===== config.mk =====
export PLATFORM = sky130hd
export DESIGN_NAME = uart_frame_rx
export DESIGN_NICKNAME = d
export VERILOG_FILES = /design/src/rtl/uart_frame_rx_pkg.sv /design/src/rtl/uart_frame_rx_crc32_byte.sv /design/src/rtl/uart_frame_rx.sv
export SDC_FILE = /design/constraint.sdc
export NUM_CORES = 1
export LEC_CHECK = 0
export ABC_AREA = 1
export BUFFER_PORTS_ARGS = -buffer_cell sky130_fd_sc_hd__buf_2
export CAP_MARGIN = 20
export CORE_MARGIN = 3
export CORE_UTILIZATION = 40
export DETAILED_ROUTE_END_ITERATION = 10
export PLACE_DENSITY = 0.69
export SETUP_SLACK_MARGIN = 0.4
export SLEW_MARGIN = 20
export SYNTH_ARGS = -nofsm -noshare
export SYNTH_HDL_FRONTEND = slang
export SYNTH_SLANG_ARGS = --single-unit
export TNS_END_PERCENT = 100

===== constraint.sdc =====
create_clock -name CLK -period 3 [get_ports CLK]
set_input_delay 0.3 -clock CLK [delete_from_list [all_inputs] [get_ports CLK]]
set_output_delay 0.3 -clock CLK [all_outputs]
set_load 0.01 [all_outputs]

===== src/rtl/uart_frame_rx_pkg.sv =====
// Shared definitions for the framed-UART receiver: FSM states, drop reasons
// and the CRC-32/ISO-HDLC constants.
package uart_frame_rx_pkg;

  typedef enum logic [2:0] {
    ST_HUNT  = 3'd0,
    ST_OPT   = 3'd1,
    ST_LEN   = 3'd2,
    ST_DATA  = 3'd3,
    ST_CSM   = 3'd4,
    ST_CHECK = 3'd5
  } state_e;

  localparam logic [2:0] ERR_NONE    = 3'd0;
  localparam logic [2:0] ERR_BAD_LEN = 3'd1;
  localparam logic [2:0] ERR_CRC     = 3'd2;
  localparam logic [2:0] ERR_TIMEOUT = 3'd3;
  localparam logic [2:0] ERR_LINE    = 3'd4;

  localparam logic [31:0] CRC_POLY   = 32'hEDB8_8320;
  localparam logic [31:0] CRC_INIT   = 32'hFFFF_FFFF;
  localparam logic [31:0] CRC_XOROUT = 32'hFFFF_FFFF;

  localparam int CSM_BYTES = 4;

endpackage


===== src/rtl/uart_frame_rx_crc32_byte.sv =====
// Reflected CRC-32 register advanced by one whole byte per enabled cycle.
// The output is the raw register; the caller applies the final xor.
module crc32_byte
  import uart_frame_rx_pkg::*;
#(
  parameter int W = 8
) (
  input  logic         CLK,
  input  logic         RST,
  input  logic         init,
  input  logic         en,
  input  logic [W-1:0] in_byte,
  output logic [31:0]  crc
);

  logic [31:0] crc_q;
  logic [31:0] crc_d;
  logic [31:0] step;

  always_comb begin
    step = crc_q;
    // LSB-first bit loop: the reflected form consumes byte bit 0 first.
    for (int i = 0; i < W; i++) begin
      step = (step[0] ^ in_byte[i]) ? ((step >> 1) ^ CRC_POLY) : (step >> 1);
    end
    crc_d = crc_q;
    if (init) begin
      crc_d = CRC_INIT;
    end else if (en) begin
      crc_d = step;
    end
  end

  always_ff @(posedge CLK) begin
    if (RST) begin
      crc_q <= '0;
    end else begin
      crc_q <= crc_d;
    end
  end

  assign crc = crc_q;

endmodule


===== src/rtl/uart_frame_rx.sv =====
// Frame parser behind a byte UART: SYNC, option, length, payload, optional
// CRC-32 trailer. Reports a good frame or the reason a frame was dropped.
module uart_frame_rx
  import uart_frame_rx_pkg::*;
#(
  parameter int                   BYTE_SIZE   = 8,
  parameter int                   MAX_LEN     = 16,
  parameter logic [BYTE_SIZE-1:0] SYNC_BYTE   = 8'h7E,
  parameter bit                   CSM_EN      = 1'b1,
  parameter int                   TIMEOUT_CYC = 100000
) (
  input  logic                           CLK,
  input  logic                           RST,
  input  logic                           in_valid,
  input  logic [BYTE_SIZE-1:0]           in_data,
  input  logic                           in_err,
  output logic [BYTE_SIZE-1:0]           o_opt,
  output logic [BYTE_SIZE-1:0]           o_len,
  output logic [MAX_LEN*BYTE_SIZE-1:0]   o_data,
  output logic                           o_valid,
  output logic                           o_err,
  output logic [2:0]                     o_err_code
);

  localparam int                   BUF_W     = MAX_LEN * BYTE_SIZE;
  localparam int                   TMO_W     = $clog2(TIMEOUT_CYC + 1);
  localparam logic [BYTE_SIZE-1:0] MAX_LEN_B = BYTE_SIZE'(MAX_LEN);
  localparam logic [TMO_W-1:0]     TMO_LAST  = TMO_W'(TIMEOUT_CYC - 1);
  localparam logic [1:0]           CSM_LAST  = 2'(CSM_BYTES - 1);

  state_e                 state_q,     state_d;
  logic [BYTE_SIZE-1:0]   opt_q,       opt_d;
  logic [BYTE_SIZE-1:0]   len_q,       len_d;
  logic [BYTE_SIZE-1:0]   cnt_q,       cnt_d;
  logic [BUF_W-1:0]       buf_q,       buf_d;
  logic [23:0]            csm_q,       csm_d;
  logic [1:0]             csm_cnt_q,   csm_cnt_d;
  logic [TMO_W-1:0]       tmo_q,       tmo_d;
  logic [BYTE_SIZE-1:0]   o_opt_q,     o_opt_d;
  logic [BYTE_SIZE-1:0]   o_len_q,     o_len_d;
  logic [BUF_W-1:0]       o_data_q,    o_data_d;
  logic                   o_valid_q,   o_valid_d;
  logic                   o_err_q,     o_err_d;
  logic [2:0]             o_err_code_q, o_err_code_d;

  logic             crc_init;
  logic             crc_en;
  logic [31:0]      crc_val;
  logic [BUF_W-1:0] buf_wr;
  logic             crc_ok;
  logic             tmo_hit;

  crc32_byte #(.W(8)) u_crc (
    .CLK     (CLK),
    .RST     (RST),
    .init    (crc_init),
    .en      (crc_en),
    .in_byte (in_data[7:0]),
    .crc     (crc_val)
  );

  // The last trailer byte is compared straight off the bus, so the verdict is
  // registered on the same edge that moves the FSM into CHECK.
  assign crc_ok  = ((crc_val ^ CRC_XOROUT) == {csm_q, in_data[7:0]});
  assign tmo_hit = (state_q != ST_HUNT) && !in_valid && (tmo_q == TMO_LAST);

  always_comb begin
    state_d      = state_q;
    opt_d        = opt_q;
    len_d        = len_q;
    cnt_d        = cnt_q;
    buf_d        = buf_q;
    csm_d        = csm_q;
    csm_cnt_d    = csm_cnt_q;
    o_opt_d      = o_opt_q;
    o_len_d      = o_len_q;
    o_data_d     = o_data_q;
    o_valid_d    = 1'b0;
    o_err_d      = 1'b0;
    o_err_code_d = o_err_code_q;
    crc_init     = 1'b0;
    crc_en       = 1'b0;
    tmo_d        = (state_q == ST_HUNT || in_valid) ? '0 : tmo_q + 1'b1;
    buf_wr       = buf_q;
    buf_wr[cnt_q*BYTE_SIZE +: BYTE_SIZE] = in_data;

    if (state_q != ST_HUNT && in_err) begin
      o_err_d      = 1'b1;
      o_err_code_d = ERR_LINE;
      state_d      = ST_HUNT;
    end else if (tmo_hit) begin
      o_err_d      = 1'b1;
      o_err_code_d = ERR_TIMEOUT;
      state_d      = ST_HUNT;
    end else begin
      case (state_q)
        ST_HUNT: begin
          if (in_valid && in_data == SYNC_BYTE) begin
            crc_init = 1'b1;
            state_d  = ST_OPT;
          end
        end
        ST_OPT: begin
          if (in_valid) begin
            opt_d   = in_data;
            buf_d   = '0;
            cnt_d   = '0;
            state_d = ST_LEN;
          end
        end
        ST_LEN: begin
          if (in_valid) begin
            len_d = in_data;
            cnt_d = '0;
            if (in_data == '0 || in_data > MAX_LEN_B) begin
              o_err_d      = 1'b1;
              o_err_code_d = ERR_BAD_LEN;
              state_d      = ST_HUNT;
            end else begin
              state_d = ST_DATA;
            end
          end
        end
        ST_DATA: begin
          if (in_valid) begin
            buf_d  = buf_wr;
            cnt_d  = cnt_q + 1'b1;
            crc_en = 1'b1;
            if (cnt_q == len_q - 1'b1) begin
              csm_cnt_d = '0;
              if (CSM_EN) begin
                state_d = ST_CSM;
              end else begin
                o_opt_d   = opt_q;
                o_len_d   = len_q;
                o_data_d  = buf_wr;
                o_valid_d = 1'b1;
                state_d   = ST_CHECK;
              end
            end
          end
        end
        ST_CSM: begin
          if (in_valid) begin
            csm_d     = {csm_q[15:0], in_data[7:0]};
            csm_cnt_d = csm_cnt_q + 1'b1;
            if (csm_cnt_q == CSM_LAST) begin
              state_d = ST_CHECK;
              if (crc_ok) begin
                o_opt_d   = opt_q;
                o_len_d   = len_q;
                o_data_d  = buf_q;
                o_valid_d = 1'b1;
              end else begin
                o_err_d      = 1'b1;
                o_err_code_d = ERR_CRC;
              end
            end
          end
        end
        ST_CHECK: begin
          state_d = ST_HUNT;
        end
        default: begin
          state_d = ST_HUNT;
        end
      endcase
    end
  end

  always_ff @(posedge CLK) begin
    if (RST) begin
      state_q      <= ST_HUNT;
      opt_q        <= '0;
      len_q        <= '0;
      cnt_q        <= '0;
      buf_q        <= '0;
      csm_q        <= '0;
      csm_cnt_q    <= '0;
      tmo_q        <= '0;
      o_opt_q      <= '0;
      o_len_q      <= '0;
      o_data_q     <= '0;
      o_valid_q    <= 1'b0;
      o_err_q      <= 1'b0;
      o_err_code_q <= ERR_NONE;
    end else begin
      state_q      <= state_d;
      opt_q        <= opt_d;
      len_q        <= len_d;
      cnt_q        <= cnt_d;
      buf_q        <= buf_d;
      csm_q        <= csm_d;
      csm_cnt_q    <= csm_cnt_d;
      tmo_q        <= tmo_d;
      o_opt_q      <= o_opt_d;
      o_len_q      <= o_len_d;
      o_data_q     <= o_data_d;
      o_valid_q    <= o_valid_d;
      o_err_q      <= o_err_d;
      o_err_code_q <= o_err_code_d;
    end
  end

  assign o_opt      = o_opt_q;
  assign o_len      = o_len_q;
  assign o_data     = o_data_q;
  assign o_valid    = o_valid_q;
  assign o_err      = o_err_q;
  assign o_err_code = o_err_code_q;

endmodule


Word level (Yosys, flattened, before mapping)

Cells that the tools add are included.

$add $sub $neg: 5
$lt $le $gt $ge: 1
Equality and inequality tests: 27
Shift operators: 2
Mux-type cells: 55
Bitwise logic cells: 22
Reduce and logical (&&, ||, !) cells: 31

Operators by type and width:

| cell                     | count |
|---|---|
| $mux 32                  | 10 |
| $mux 128                 | 2 |
| $pmux 128 s2             | 1 |
| $bwmux 128               | 1 |
| $shift 8x34->128 const A | 1 |
| $shiftx 8x34->128        | 1 |
| $not 13->14              | 8 |
| $mux 3                   | 14 |
| $neg 11->34              | 1 |
| $eq 32x32->1             | 1 |
| $not 32->32              | 1 |
| $reduce_and 6->1         | 4 |
| $ne 4x4->1 const B       | 5 |
| $add 17x1->17 const B    | 1 |
| $eq 17x17->1 const B     | 1 |
| $mux 1                   | 16 |
| $mux 8                   | 2 |
| $pmux 8 s2               | 1 |
| $ne 3x3->1 const B       | 5 |
| $pmux 3 s5               | 1 |
| $ne 2x2->1 const B       | 6 |
| $reduce_and 4->1         | 3 |
| $reduce_and 5->1         | 2 |
| $add 8x1->8 const B      | 1 |
| 28 further kinds         | 54 |

Bits in registers: 379
Input port bits: 12
Output and inout port bits: 149

Longest topological paths before layout

Gate-level depths: netlist (run 1).

Depth after elaboration: 18
Depth in mapped cells: 19

Hierarchy

Synthesis (run 1) repeated with hierarchy kept, for this count alone.

Cells, all modules: 2312
Area total of the unflattened synthesis: 16956.3 sq um

Modules (own cells, without submodules):

| module        | times used | cells an instance | area an instance (sq um) | seq. area each (sq um) |
|---|---|---|---|---|
| uart_frame_rx | 1          | 1922              | 14435.1                  | 6946.7 |
| crc32_byte    | 1          | 390               | 2521.2                   | 640.6 |

Least setup slack after synthesis (run 1)

No wires, ideal clock.

Path kind: input-to-reg
From: input port in_data[5]
To: register o_len_q[5] (netlist: o_len[5])
Setup time: 0.116 ns
Arrival: 2.316 ns
Required time: 2.884 ns
Path slack: 0.569 ns
Stages on the path: 19
Path buffers: 4
Cells stage by stage: buf_2 inv_1 nand2_1 nand2_1 buf_2 ha_1 nand2_1 a21oi_1 nand3_1 nor3_1 nand2_1 nor2_1 nand2_1 nor2_4 inv_2 buf_2 buf_6 nor2_1 nor2_1

Cells in the longest elaborated chain, start to end: 2

RTL lines:

| item                       | RTL line             | source |
|---|---|---|
| from (decl)                | uart_frame_rx.sv:15  | `input logic [BYTE_SIZE-1:0] in_data,` |
| $eq 32x32->1               | uart_frame_rx.sv:64  | `assign crc_ok = ((crc_val ^ CRC_XOROUT) == {csm_q, in_data[7:0]});` |
| $reduce_and 6->1 (no line) | -                    |  |
| to (signal assigned)       | uart_frame_rx.sv:197 | `o_len_q <= o_len_d;` |
| to (decl)                  | uart_frame_rx.sv:40  | `logic [BYTE_SIZE-1:0] o_len_q, o_len_d;` |

No other way between the ends.
A chain may end at the register's enable or synchronous reset.

Final worst setup path (run 1)

From: register cnt_q[4]
To: register buf_q[10]

Cells in the longest elaborated chain, start to end: 5
Elaborated cells between the ends (all ways): 6
Those cells by class: add/sub: 1; shift: 2; mux: 3

RTL lines:

| item                                                         | RTL line             | source |
|---|---|---|
| from (decl)                                                  | uart_frame_rx.sv:34  | `logic [BYTE_SIZE-1:0] cnt_q, cnt_d;` |
| from (signal assigned)                                       | uart_frame_rx.sv:191 | `cnt_q <= cnt_d;` |
| $neg 11->34 (*)                                              | uart_frame_rx.sv:85  | `buf_wr[cnt_q*BYTE_SIZE +: BYTE_SIZE] = in_data;` |
| $shiftx 8x34->128 / $shift 8x34->128 (equally long branches) | uart_frame_rx.sv:85  |  |
| $bwmux 128 (*)                                               | uart_frame_rx.sv:85  |  |
| $mux 128 (*)                                                 | uart_frame_rx.sv:125 | `if (in_valid) begin` |
| $pmux 128 s2 (*)                                             | uart_frame_rx.sv:96  | `case (state_q)` |
| to (signal assigned)                                         | uart_frame_rx.sv:192 | `buf_q <= buf_d;` |
| to (decl)                                                    | uart_frame_rx.sv:35  | `logic [BUF_W-1:0] buf_q, buf_d;` |

Every way passes the cells marked *; elsewhere a longest branch is shown, timed or not. The select of a mux whose other input is x is not followed.

==> results of run 1 <==
## critical path: cells and delay by family, from the launching register on
| family | cells | cell delay, ns |
|---|---|---|
| flops | 1 | 0.38 |
| compound gates | 1 | 0.16 |
| simple gates | 12 | 1.63 |
| buf+inv | 1 | 0.07 |
| fa+ha+maj | 1 | 0.23 |
## sequential cells by signal (all words and copies together) (netlist names), 17 cells and up
name and cells:
buf_q 128, o_data 128, u_crc.crc 32, csm_q 24, tmo_q 17
## per-layer routing
layer,wire (um),up-vias
met5,34,-
met4,1410,6
met3,4330,92
met2,21100,599
met1,22300,7075
li1,-,7419
## cells in the final DEF (no fill, tap or decap), drive strengths merged, types with 2 or more instances in the layout
master and n:
dfxtp 379, a211oi 4, o211ai 4, bufinv 3, nor3 28, o21a 4, nand2 285, clkbuf 62
xor2 61, a221oi 9, nand4 24, nor3b 4, a31oi 2, xnor2 29, o21bai 5, nand3 216
clkinv 11, clkinvlp 2, a21oi 203, o221ai 3, or2 4, o22ai 2, ha 8, inv 125
o21ai 204, buf 232, nor2 424
## final cells by class
class                   instances  area, um2
repair buffers                236       1500
well taps                     525        657
inverters                     127        497
clock buffers                  58       1190
multi-input cells            1527       7780
clock inverters                14        164
flip-flops and latches        379       7600
fillers                      3846      20700
## power groups by stage
stage | logic [mW] | registers (mW) | clock network, mW
3_5_place_dp | 2.30 | 5.39 | 0
5_1_grt | 2.68 | 5.30 | 5.36
2_1_floorplan | 1.74 | 5.37 | 0
3_3_place_gp | 2.26 | 5.39 | 0
4_1_cts | 2.32 | 5.28 | 5.17
6_report | 2.46 | 5.29 | 5.07
## per-stage QoR
step | hold WS (ns) | total power [mW] | util | instance area (um2) | worst slack [ns]
after CTS | 0.0946 | 12.8 | 0.477 | 19100 | 0.400
after global routing | 0.120 | 13.3 | 0.484 | 19400 | 0.342
after floorplan | 0.418 | 7.11 | - | 16400 | 0.569
after global placement | 0.427 | 7.65 | 0.441 | 17700 | 0.356
after detailed placement | 0.449 | 7.69 | 0.441 | 17700 | 0.321
final | 0.118 | 12.8 | 0.484 | 19400 | 0.429
## what timing repair did
item	CTS	global route
resized for setup	2	39
hold buffers	0	0
setup buffers	8	11
endpoints found under the setup margin	34	183
cloned	0	3
pin swaps	5	14
## cell families (layout without fill, tap and decap cells)
group	after synthesis	count (layout)	synth area share
AOI/OAI and AO/OA	443	443	0.142
xor gates and xnor gates	90	90	0.0506
adders and majority gates	8	8	0.00610
buffers and inverters	244	435	0.0690
DFF	379	379	0.463
and+or+nand+nor	986	986	0.270
## final timing paths
path / from / endpoint / cells past startpoint
setup / recovery: cnt_q[4] / buf_q[10] / 15
hold reg to reg: tmo_q[0] / tmo_q[0] / 1
hold / removal: in_err / o_err_code[2] / 3
setup reg to reg: cnt_q[4] / buf_q[10] / 15
==> impl_metrics.toml, run 1 <==
[status]
status = "finished, final reports clean"

[floorplanning]
rows = 73
coreArea_um2 = 40100
ios = 161
start_util = 0.409
die_h_um = 208
die_w_um = 208
die-area_um2 = 43500

[power_and_ir_drop]
ir_drop_mv = 0.357
powerDensity_nw_per_um2 = 661
switching_share = 0.307
p_sw_mw = 3.93
leakage_nw = 8.35
clkPwrFrac = 0.396
combPwrFrac = 0.192
p_int_mw = 8.89
pwr-share-seq = 0.413

[grt]
grt-busiest-layer = "met2"
grt_max_degree = 85
overflow = 0
grt_util_met3 = 0.0513
met2_usage = 0.321
grt_pass1_wl_mm = 76.6
grtUsageTotal = 0.215
use_met1 = 0.308
antenna_found_initial = 3
grt_pass1_vias = 14100

[route]
detail_route.wl_per_cell_um = 17.2
drt_wl_total_mm = 49.2
avgViaCountPerCell = 5.30
dr.pass1.iters = 6
drtIter0Drc = 1560
route.detailed.drc = 0
vias = 15200
postRouteAntennaNets = 0

[timing]
drv_slew = 0
fin_tns_setup_ns = 0
fmax_mhz = 389
setup_viol = 0
fin_crit_ns = 2.57
slew_headroom = 0.423
rsz0062_at_grt = "yes"
skew_ns = 0.0285
period_share = 0.857
tightestPinTransition_ns = 0.865
finalHoldViolations = 0

[layout]
drive_gt1_frac = 0.179
finalNetCount = 2331
antenna_cells = 0
areaGrowthSynthToFinish_pct = 18.2
instances_no_fill = 2866

[min_path]
hold_path_class = "primary input to flip-flop"

[yosys]
yosysMostFrequentCell = "nor2_1"
synth_edf_count = 0
synth_area_leader_cell = "dfxtp_1"
synth.net_count = 2170
ys_ff_latch = 379
syn_avg_cell_area_um2 = 7.63
syn-instance-count = 2150
yosys-top-cells-count = "395 x nor2_1, 379 x dfxtp_1, 260 x nand2_1, 211 x nand3_1, 203 x a21oi_1"
netlist_area_um2 = 16400
ys.flop_type = "dfxtp_1"
synth-seq-area-share = 0.463
synthArstFlopShare = 0
yosys-top-cells-area = "dfxtp_1 46%, nor2_1 9.0%, nand3_1 6.4%"
synth_cell_types = 49
synth_top_area_frac = 0.463
yosysWarnings = 0

[cts]
worstSkewPairLatency_ns = 0.57
clockBufferDepth = 3
cts-root-buf = "clkbuf_16"
cts_made_buffers = 40
htreeDepth = 2
clk_pin_slew_ns = 0.06
cts_tree = "yes"
cts.sinks = 379

[critical_path]
cp.required_ns = 3.47
path_cells = "nor2_4 > nand3_2 > nor2_2 > ha_1 > inv_1 > nand2_1 > nor2_1 > nand2_1 > nand2_2 > nand2_8 > nor3_4 > nand2_2 > nor2_4 > nand3_1 > a21oi_1"
start_kind = "flip-flop"
endpoint_kind = "flip-flop"
max_stage_delay_ns = 0.38
crit_fanout = 8
arrival_ns = 3.05
regToRegSetupSlack_ns = 0.43
path_class = "flip-flop to flip-flop"
slowest_stage = "dfxtp_4"

[placement]
port_buffers = 160
globalplace.congestion = 1.07
placedCellCount = 2772
dp_hpwl_mm = 34.2

[job]
max_cap_violations = 0
No activity file was read; power rests on OpenSTA's default activity.
==> run 2: changes to the inputs <==
Settings changed: CORE_MARGIN 3 to unset.
==> run 2 against run 1 <==
- total power grew 1.4%
- clock power grew 4%
- maximum frequency grew 4.4%
- clock-buffer cell count shrank 3
- global-route usage grew 1.1 points
- die area shrank 3.8%
- sequential cell count is the same
- clock skew shrank 0.0035 ns
- critical path depth is the same
- routed wire length shrank 0.98%
- utilization is essentially flat
==> impl_metrics.toml, run 2 (same netlist as run 1, synthesis figures left out) <==
[timing]
period_share = 0.821
tightestPinTransition_ns = 0.744
finalHoldViolations = 0
fin_crit_ns = 2.46
fmax_mhz = 406
rsz0062_at_grt = "yes"
fin_tns_setup_ns = 0
setup_viol = 0
slew_headroom = 0.504
drv_slew = 0
skew_ns = 0.0250

[grt]
overflow = 0
use_met1 = 0.318
met2_usage = 0.336
grt_util_met3 = 0.0537
grt_max_degree = 154
grt-busiest-layer = "met2"
grt_pass1_vias = 13900
antenna_found_initial = 3
grtUsageTotal = 0.226
grt_pass1_wl_mm = 75.3

[critical_path]
max_stage_delay_ns = 0.37
path_buf_inv = 2
path_cells = "nor2_4 > nand3_2 > nor2_2 > ha_1 > inv_1 > nand2_1 > nor2_1 > nand2_1 > nand2_2 > nand2_8 > nor2_4 > nand4_1 > inv_2 > nand3_1 > a21oi_1"
r2r_cells = 15
crit_fanout = 8
cp.required_ns = 3.47
arrival_ns = 2.94
slowest_stage = "dfxtp_4"
rr_startpoint = "cnt_q[4]"
cp_top_family = "simple AND/OR/NAND/NOR gates"
start_kind = "flip-flop"
r2r-end = "buf_q[117]"
path_class = "flip-flop to flip-flop"
endpoint_kind = "flip-flop"
regToRegSetupSlack_ns = 0.54

[route]
avgViaCountPerCell = 5.37
postRouteAntennaNets = 0
detail_route.wl_per_cell_um = 17.1
drt_wl_total_mm = 48.7
route.detailed.drc = 0
vias = 15300
drtIter0Drc = 1519
dr.pass1.iters = 5

[layout]
layout_commonest_cell = "nor2_1"
multi_input_area_um2 = 7780
mostFrequentLayoutCells = "383 x nor2_1, 373 x dfxtp_1, 254 x nand2_1, 209 x nand3_1, 202 x a21oi_1"
finalNetCount = 2318
seq_area_um2 = 7600
drive_gt1_frac = 0.174
areaGrowthSynthToFinish_pct = 18.2
fillCellCount = 3889

[floorplanning]
ios = 161
coreArea_um2 = 40100
die-area_um2 = 41800
die_h_um = 204
rows = 73
start_util = 0.409
die_w_um = 204

[status]
status = "finished, final reports clean"

[cts]
cts_made_buffers = 41
cts_tree = "yes"
worstSkewPairLatency_ns = 0.56
clk_pin_slew_ns = 0.06
cts.sinks = 379
htreeDepth = 2
clockBufferDepth = 3
cts-root-buf = "clkbuf_16"

[placement]
dp_hpwl_mm = 33.5
port_buffers = 160
globalplace.congestion = 1.05

[power_and_ir_drop]
ir_drop_mv = 0.315
leakage_nw = 8.32
powerDensity_nw_per_um2 = 670
report.power.total_mw = 13.0

[min_path]
hold_depth = 3
hold_path_class = "primary input to flip-flop"
hold_end = "o_err_code[2]"
hold_path.startpoint = "in_err"

[job]
max_cap_violations = 0
[run 2: changes by cell type in the layout (fill, tap and decap cells not counted), sizes merged]
cell and delta:
buf -13, bufinv +2, clkbuf -4, clkinv -3
clkinvlp -1, diode +2, inv +1
[run 2: final cells by class]
| class | count | area share |
|---|---|---|
| diodes | 2 | 0.000258 |
| clock buffers | 55 | 0.0615 |
| clock inverters | 13 | 0.0105 |
| inverters | 127 | 0.0256 |
| multi-input cells | 1527 | 0.401 |
| flip-flops and latches | 379 | 0.392 |
| well taps | 525 | 0.0339 |
| repair buffers | 222 | 0.0749 |
[run 2: power breakdown]
group | internal (mW) | total (mW) | switching (mW) | leakage (nW)
clock network | 3.21 | 5.25 | 2.05 | 0.686
logic | 0.694 | 2.44 | 1.75 | 4.57
registers | 5.17 | 5.29 | 0.120 | 3.06
total | 9.07 | 13.0 | 3.91 | 8.32
[run 2: routing by layer]
metal | vias up | part of all wire
li1 | 7390 | -
met2 | 622 | 0.43
met1 | 7194 | 0.45
met5 | - | 0.00027
met3 | 87 | 0.088
met4 | 2 | 0.024
[run 2: worst max-delay path by stage]
stage	from	end	slack, ns	cells after the start
finish	cnt_q[4]	buf_q[117]	0.54	15
global route	cnt_q[4]	buf_q[114]	0.37	15
CTS	cnt_q[3]	buf_q[54]	0.40	14
detailed placement	in_data[3]	o_data[71]	0.40	18
global placement	in_data[3]	o_data[68]	0.45	18
floorplan	in_data[5]	o_len[5]	0.57	19
[run 2: what timing repair did]
| item | in CTS | in global routing |
|---|---|---|
| setup endpoints to repair | 12 | 211 |
| hold endpoints to repair | 0 | 0 |
| pin swaps | 2 | 14 |
| gates resized for setup | 2 | 41 |
| gates cloned | 0 | 4 |
| setup buffers | 2 | 11 |
| hold buffers | 0 | 0 |
[run 2: stage by stage]
stage,utilization,cell area (um2),instances,setup slack [ns],hold WS (ns)
after global placement,0.440,17600,2763,0.449,0.428
after CTS,0.475,19100,2833,0.402,0.0685
after floorplan,-,16400,2150,0.569,0.418
after detailed placement,0.440,17600,2763,0.395,0.453
final,0.483,19400,2850,0.536,0.0910
after global routing,0.483,19400,2848,0.367,0.0883
[run 2: worst reg2reg max path, delay by kind of cell (launching register included)]
family,cells,cell delay [ns]
buf+inv,2,0.30
simple gates,11,1.35
fa+ha+maj,1,0.23
compound gates,1,0.14
flops,1,0.37
